File: config.mk
export PLATFORM = sky130hd
export DESIGN_NAME = mem_port_arbiter
export DESIGN_NICKNAME = d
export VERILOG_FILES = /design/src/rtl/mem_port_arbiter_pkg.sv /design/src/rtl/mem_port_arbiter_arb_pick.sv /design/src/rtl/mem_port_arbiter.sv
export SDC_FILE = /design/constraint.sdc
export NUM_CORES = 1
export LEC_CHECK = 0
export CORE_ASPECT_RATIO = 0.7
export CORE_UTILIZATION = 38
export DETAILED_ROUTE_END_ITERATION = 12
export PLACE_DENSITY = 0.87
export SLEW_MARGIN = 20
export SYNTH_ARGS = -nofsm -noshare
export SYNTH_HDL_FRONTEND = slang
export SYNTH_SLANG_ARGS = --single-unit
File: constraint.sdc
create_clock -name clk -period 2.25 [get_ports clk]
set_input_delay 0.45 -clock clk [delete_from_list [all_inputs] [get_ports clk]]
set_output_delay 0.45 -clock clk [all_outputs]
set_load 0.1 [all_outputs]
File: src/rtl/mem_port_arbiter_pkg.sv
// Shared types and defaults for the IF/MA memory-port arbiter.
package mem_port_arbiter_pkg;

  localparam int ADDR_W_DEF = 16;
  localparam int DATA_W_DEF = 16;
  localparam int LAT_W      = 3;

  typedef enum logic [1:0] {IDLE, ISSUE, WAIT, DONE} state_t;
  typedef enum logic {OWN_IF = 1'b0, OWN_MA = 1'b1} owner_t;

  // The latency counter counts down to zero, so it is loaded with one less than the latency.
  function automatic logic [LAT_W-1:0] lat_load(input int read_lat);
    return LAT_W'(read_lat - 1);
  endfunction

endpackage

File: src/rtl/mem_port_arbiter_arb_pick.sv
// Combinational grant select for the memory-port arbiter; MA has priority.
// With MEM_ARB_FAIRNESS_EN defined, a streak of contested MA grants forces one IF grant.
module arb_pick
`ifdef MEM_ARB_FAIRNESS_EN
#(
  parameter int MA_STREAK_MAX = 4,
  parameter int STREAK_W      = $clog2(MA_STREAK_MAX + 1)
)
`endif
(
  input  logic                idle,
  input  logic                if_req,
  input  logic                ma_req,
`ifdef MEM_ARB_FAIRNESS_EN
  input  logic [STREAK_W-1:0] streak,
  output logic [STREAK_W-1:0] streak_nxt,
`endif
  output logic                if_ready,
  output logic                ma_ready
);

  logic force_if;

`ifdef MEM_ARB_FAIRNESS_EN
  assign force_if = (streak == STREAK_W'(MA_STREAK_MAX)) & if_req;

  // Only MA wins taken while IF was waiting extend the streak.
  always_comb begin
    streak_nxt = streak;
    if (if_ready)
      streak_nxt = '0;
    else if (ma_ready)
      streak_nxt = if_req ? streak + 1'b1 : '0;
  end
`else
  assign force_if = 1'b0;
`endif

  assign ma_ready = idle & ma_req & ~force_if;
  assign if_ready = idle & if_req & (~ma_req | force_if);

endmodule

File: src/rtl/mem_port_arbiter.sv
// Shares one synchronous-read memory port between instruction fetch and memory access.
// Optional fairness (IF anti-starvation) is enabled by defining MEM_ARB_FAIRNESS_EN.
module mem_port_arbiter
  import mem_port_arbiter_pkg::*;
#(
  parameter int ADDR_W        = ADDR_W_DEF,
  parameter int DATA_W        = DATA_W_DEF,
  parameter int READ_LAT      = 1,
  parameter int MA_STREAK_MAX = 4
) (
  input  logic              clk,
  input  logic              rst,
  input  logic              if_req,
  input  logic [ADDR_W-1:0] if_addr,
  output logic              if_ready,
  output logic              if_done,
  output logic [DATA_W-1:0] if_rdata,
  input  logic              ma_req,
  input  logic              ma_we,
  input  logic [ADDR_W-1:0] ma_addr,
  input  logic [DATA_W-1:0] ma_wdata,
  output logic              ma_ready,
  output logic              ma_done,
  output logic [DATA_W-1:0] ma_rdata,
  output logic [ADDR_W-1:0] mem_addr,
  output logic [DATA_W-1:0] mem_wdata,
  output logic              mem_we,
  input  logic [DATA_W-1:0] mem_rdata
);

  state_t           state;
  owner_t           owner;
  logic [LAT_W-1:0] lat_cnt;
  logic             idle;

  assign idle = (state == IDLE);

`ifdef MEM_ARB_FAIRNESS_EN
  localparam int STREAK_W = $clog2(MA_STREAK_MAX + 1);

  logic [STREAK_W-1:0] streak;
  logic [STREAK_W-1:0] streak_nxt;

  arb_pick #(
    .MA_STREAK_MAX(MA_STREAK_MAX)
  ) u_pick (
    .idle      (idle),
    .if_req    (if_req),
    .ma_req    (ma_req),
    .streak    (streak),
    .streak_nxt(streak_nxt),
    .if_ready  (if_ready),
    .ma_ready  (ma_ready)
  );

  always_ff @(posedge clk or posedge rst) begin
    if (rst)
      streak <= '0;
    else if (if_ready | ma_ready)
      streak <= streak_nxt;
  end
`else
  arb_pick u_pick (
    .idle    (idle),
    .if_req  (if_req),
    .ma_req  (ma_req),
    .if_ready(if_ready),
    .ma_ready(ma_ready)
  );
`endif

  always_ff @(posedge clk or posedge rst) begin
    if (rst) begin
      state     <= IDLE;
      owner     <= OWN_IF;
      lat_cnt   <= '0;
      mem_addr  <= '0;
      mem_wdata <= '0;
      mem_we    <= 1'b0;
      if_done   <= 1'b0;
      ma_done   <= 1'b0;
      if_rdata  <= '0;
      ma_rdata  <= '0;
    end else begin
      if_done <= 1'b0;
      ma_done <= 1'b0;
      case (state)
        IDLE: begin
          if (ma_ready) begin
            owner     <= OWN_MA;
            mem_addr  <= ma_addr;
            mem_wdata <= ma_wdata;
            mem_we    <= ma_we;
            state     <= ISSUE;
          end else if (if_ready) begin
            owner    <= OWN_IF;
            mem_addr <= if_addr;
            mem_we   <= 1'b0;
            state    <= ISSUE;
          end
        end
        ISSUE: begin
          // Stores only come from MA and complete as soon as memory has seen the write.
          if (mem_we) begin
            mem_we  <= 1'b0;
            ma_done <= 1'b1;
            state   <= DONE;
          end else begin
            lat_cnt <= lat_load(READ_LAT);
            state   <= WAIT;
          end
        end
        WAIT: begin
          if (lat_cnt == '0) begin
            if (owner == OWN_MA) begin
              ma_rdata <= mem_rdata;
              ma_done  <= 1'b1;
            end else begin
              if_rdata <= mem_rdata;
              if_done  <= 1'b1;
            end
            state <= DONE;
          end else begin
            lat_cnt <= lat_cnt - 1'b1;
          end
        end
        DONE: state <= IDLE;
        default: state <= IDLE;
      endcase
    end
  end

endmodule

# ---- After elaboration in Yosys (flattened, before gate mapping)
# Index checks and enable logic that the tools add are counted.
dict set report totals {
  reg_bits 73
  output_inout_bits 69
  wordCells 56
}
dict set report classes {
  addsub 1
  n_eq_ne 7
  n_mux 21
  bitwise 5
  reduce_logical 12
}
# op count
set ops {}
lappend ops {{16-bit two-way mux} 2}
lappend ops {{1-bit two-way mux} 10}
lappend ops {{3-bit AND reduction} 3}
lappend ops {{2-bit one-hot mux with 4 select lines} 1}
lappend ops {{2-bit AND reduction} 4}
lappend ops {{2-bit two-way mux} 3}
lappend ops {{3-bit two-way mux} 2}
lappend ops {{2-bit inequality test (second input constant)} 3}
lappend ops {{3-bit one-hot mux with 2 select lines} 1}
lappend ops {{2-bit nonzero test} 3}
lappend ops {{2-bit == test (second input constant)} 2}
lappend ops {{1-bit one-hot mux with 2 select lines} 2}
lappend ops {{1-bit AND} 3}
lappend ops {{3-bit zero test} 1}
lappend ops {{3-bit inequality test (second input constant)} 1}
lappend ops {{3-bit by 1-bit subtractor with 3-bit output (second input constant)} 1}
lappend ops {{2-bit by 1-bit == test with 1-bit output (second input constant)} 1}
lappend ops {{2-bit zero test} 1}
lappend ops {{1-bit inverter} 2}

# ---- Longest topological paths before layout
dict set report logic_depth {
  ltp_word 6
  ltp_mapped 7
  mapped_depth_nobuf 5
}

# ---- Modules after synthesis
# From an unflattened synthesis, not the netlist that was laid out.
dict set report unflattened {
  hier_cells 227
  hier_area_um2 3109.2
}
# module instances cells_each area_each_um2 seq_area_each_um2
set modules_own_cells {}
lappend modules_own_cells {mem_port_arbiter 1 225 3093.0 1826.8}
lappend modules_own_cells {arb_pick 1 2 16.3 0.0}

# ---- Worst setup path before layout
# Ideal clock, no wire load.
dict set report synth_path {
  path_type {register -> output}
  startpoint {register state[0]}
  endpoint {output port if_ready}
  arrival_time_ns 1.497
  required_ns 1.800
  path_slack_ns 0.303
  stages_incl_launch_ff 4
  path_buffers 0
  cell_sequence {dfrtp_1 inv_1 ha_1 and3b_1}
}
dict set report synth_via {
  elab_chain_cells 3
}
# element line_no
set synth_lines {}
lappend synth_lines {{start: declaration} mem_port_arbiter.sv:31} ;# state_t state;
lappend synth_lines {{start signal: assignment} mem_port_arbiter.sv:74} ;# state <= IDLE;
lappend synth_lines {{start signal: assignment} mem_port_arbiter.sv:94} ;# state <= ISSUE;
lappend synth_lines {{start signal: assignment} mem_port_arbiter.sv:99} ;# state <= ISSUE;
lappend synth_lines {{2-bit zero test} mem_port_arbiter.sv:36} ;# assign idle = (state == IDLE);
lappend synth_lines {{1-bit AND (2 in series)} mem_port_arbiter_arb_pick.sv:40} ;# assign if_ready = idle & if_req & (~ma_req | force_if);
lappend synth_lines {{end: declaration} mem_port_arbiter.sv:15} ;# output logic if_ready,
# No other way between the ends.

# ---- Worst setup path after layout
dict set report layout_path {
  startpoint {register state[1]}
  endpoint {output port ma_ready}
}
dict set report layout_via {
  elab_chain_cells 2
}
# element line_no
set layout_lines {}
lappend layout_lines {{2-bit zero test} mem_port_arbiter.sv:36}
lappend layout_lines {{1-bit AND} mem_port_arbiter_arb_pick.sv:39} ;# assign ma_ready = idle & ma_req & ~force_if;
lappend layout_lines {{end: declaration} mem_port_arbiter.sv:22} ;# output logic ma_ready,
# No other way between the ends.

==> results.md <==
- The run finished with clean final reports.
- The combined flip-flop and latch cell area is 1830 sq um.
- The global-route wire length before repair is 11900 microns.
- The routed wirelength normalized by instance count is 14.7 microns.
- At the pin with the least slew margin, the transition time is 0.438 ns.
- The floorplan die height is 77.9 microns.
- Buffers inserted to repair hold after CTS numbered 0.
- Counting distinct cell types in the post-synthesis netlist gives 31.
- The number of setup buffers added after CTS is 0.
- The filler cells instantiated in the layout total 594.
- The endpoint type of the worst setup path is an output pin.
- The cell count after synthesis came out at 229.
- The area share of the largest cell type after synthesis is 0.584.
- The clock transition time at the flip-flop clock pins of the worst setup and hold paths is 0.06 ns.
- 138 I/O pins were placed.
- The max-capacitance violation count is 0.
- The proportion of synthesized chip area in sequential cells is 0.584.
- Before antenna repair, the detailed router went through 4 iterations.
- The worst setup path category is reg -> out.
- Counting every sink on the clock net gives 73.
- Setup violations remaining at the end of the flow were counted as 0.
- The clock reaches the later pin of the worst-skew pair after 0.33 ns.
- On the worst path, the slowest cell contributes a delay of 0.41 ns.
- For this run, the share of the core covered by cells in the final layout is 0.608.
- The repair_antennas step left the layout with diodes totalling 0.
- The final clock period utilization by the worst path is 0.942.
- The tree is rooted in a sky130_fd_sc_hd__clkbuf_16.
- The floorplan has 27 rows.
- The via count of the first global-routing pass is 2420.
- For the finished layout, the period the worst path requires is 2.12 ns.
- The initial antenna violation count was 0.
- The global-route congestion overflow total is 0.
- The first routing iteration left 49 violations.
- The number of failing hold endpoints at the final stage is 0.
- For the final routed database, the setup TNS stands at 0 ns.
- For the worst setup path, the data required time is 1.80 ns.
- In this run the critical register-to-register path is launched from lat_cnt[0]$_DFFE_PP0P_.
- The detail route stage leaves a number of antenna-violating nets equal to 0.
- In the final layout, the share of cells above drive strength 1 is 0.384.
- The cell area after technology mapping is 3130 sq um.
- After the last flow step, the layout net total stands at 448.
- The worst setup path is launched from a register.
- The total number of vias is 2287.
- During synthesis, Yosys emitted a total of 0 warnings.
- Summed over all nets, the half-perimeter wirelength after detailed placement is 5210 microns.
- After detailed routing, the number of vias per cell comes to 4.77.
- The post-cts repair resize count is 0.
- The combined global-route utilization of all metal layers is 0.174.
- The area added between synthesis and finish is 53.8%.
- The signal arrival time at the worst endpoint is 1.67 ns.
- Setup repair after global routing left no endpoint under its margin.
- The worst pin sits at a relative slew slack of 0.707.
- The die outline area is 8600 sq um.
- The maximum achievable frequency is 472 MHz.
- The post-synthesis net count is 304.
- CTS built an H-tree with a depth of 3.
- Each instance of the synthesized netlist takes up on average 13.7 sq um.
- TritonCTS built the clock tree.
- The final routed DRC violation total is 0.
- Clock skew on the completed layout was measured at 0.0109 ns.
- The biggest fanout along the worst timing path is 6.
- On the critical path, the stage with the largest delay is an instance of sky130_fd_sc_hd__dfrtp_1.
- The placer's final routability congestion estimate is 0.833.
- Synthesis inferred 73 register bits.
- The number of clock buffers added by TritonCTS is 9.
- The longest clock path from root to sink contains 2 buffers.
- The total area inside the core boundary comes to 7910 sq um.
- In this run the worst hold path is classified as reg -> reg.
- Walking the worst path, the cells encountered are inv_1 -> ha_1 -> and2_2 -> buf_12.
- By area the synthesized netlist is led by sky130_fd_sc_hd__dfrtp_1 (58%), sky130_fd_sc_hd__mux2_2 (14%), sky130_fd_sc_hd__mux2i_1 (5.1%).
- The setup check on the worst reg-to-reg path leaves a slack of 0.38 ns.
- The critical path starts at state[1]$_DFFE_PP0P_.
- Entering global routing, the biggest net connects 74 pins.
- Summing all multi-input logic gate instances after layout gives 1220 sq um.
- The top cell type by total area after synthesis is sky130_fd_sc_hd__dfrtp_1.
- Input and output buffers added on the ports amount to 137.
- The floorplan die width is 110 microns.
- The initial utilization of the core area, before any placement, comes to 0.396.
- The max-slew violation count is 0.
- In this run the most critical hold path is launched from mem_addr[8]$_DFFE_PP0P_.
- After detailed routing, the total wire length is 7050 microns.
-- synth_stat cells (all sizes together) --
| library cell | number |
|---|---|
| a21o | 1 |
| nor2 | 4 |
| and2b | 1 |
| mux2i | 16 |
| a21boi | 1 |
| nand2 | 20 |
| dfrtp | 73 |
| nand2b | 1 |
| mux2 | 49 |
| inv | 5 |
| buf | 6 |
| nand4 | 1 |
| ha | 6 |
| a21oi | 3 |
| and2 | 2 |
| nor3 | 1 |
| and3b | 1 |
| clkbuf | 4 |
| nor2b | 2 |
| o21ai | 20 |
| nand3 | 5 |
| o221ai | 2 |
| a211oi | 1 |
| a2bb2oi | 2 |
| nor3b | 2 |
-- flip-flops by register name, indices dropped and copies added, names as in the netlist --
name / count
if_done: 1
if_rdata: 16
lat_cnt: 3
ma_done: 1
ma_rdata: 16
mem_addr: 16
mem_wdata: 16
mem_we: 1
owner: 1
state: 2
-- critical path, delay by kind of cell, from the launching register on --
kind / cells / cell delay (ns)
fa+ha+maj: 1 / 0.28
buf+inv: 2 / 0.33
flops: 1 / 0.41
simple gates: 1 / 0.32
-- logic make-up after synthesis --
| family | synth area share |
|---|---|
| AOI/OAI and AO/OA | 0.0552 |
| adders and majority gates | 0.0240 |
| buffers and inverters | 0.0268 |
| DFF | 0.584 |
| muxes | 0.238 |
| and+or+nand+nor | 0.0712 |
-- area by class of cell --
type | instances | share of cell area
Inverter | 5 | 0.00468
Clock inverter | 6 | 0.0187
Timing Repair Buffer | 143 | 0.269
Multi-Input combinational cell | 141 | 0.254
Clock buffer | 10 | 0.0476
Tap cell | 101 | 0.0263
Sequential cell | 73 | 0.380
-- metrics by stage --
| stage | area (sq um) | hold slack, ns | setup WS [ns] | instances |
|---|---|---|---|---|
| floorplan | 3130 | 0.497 | 0.303 | 229 |
| global placement | 4490 | 0.465 | 0.272 | 463 |
| detailed placement | 4490 | 0.472 | 0.239 | 463 |
| CTS | 4810 | 0.485 | 0.114 | 479 |
| global route | 4810 | 0.510 | 0.0133 | 479 |
| finish | 4810 | 0.477 | 0.130 | 479 |
-- placed cells by master (no fill, tap or decap), drive strengths merged, types with 3 or more instances in the layout --
cell / instances
inv: 5
clkbuf: 10
ha: 6
buf: 75
a21oi: 3
nand2: 20
dfrtp: 73
mux2: 49
mux2i: 16
o21ai: 20
nor2: 4
clkdlybuf4s50: 68
nand3: 5
-- worst paths after layout --
check / cells after the start / endpoint
min reg2reg: 2 / mem_addr[8]$_DFFE_PP0P_
max reg2reg: 6 / if_rdata[9]$_DFFE_PP0P_
min in group asynchronous: 3 / if_rdata[3]$_DFFE_PP0P_
max: 4 / ma_ready
min: 2 / mem_addr[8]$_DFFE_PP0P_
max in group asynchronous: 3 / mem_addr[0]$_DFFE_PP0P_
-- metal layers --
metal | up-vias | wire length [microns] | part of all wire | track usage
met5 | - | 0 | 0 | 0
met4 | 0 | 72 | 0.010 | 0.0480
met3 | 9 | 443 | 0.063 | 0.0656
met2 | 78 | 3370 | 0.48 | 0.281
met1 | 1111 | 3160 | 0.45 | 0.220
li1 | 1089 | - | - | -
Power is left out: the tool's default activity adds up to more than one toggle a clock period on the data nets, which glitch-free logic cannot reach.
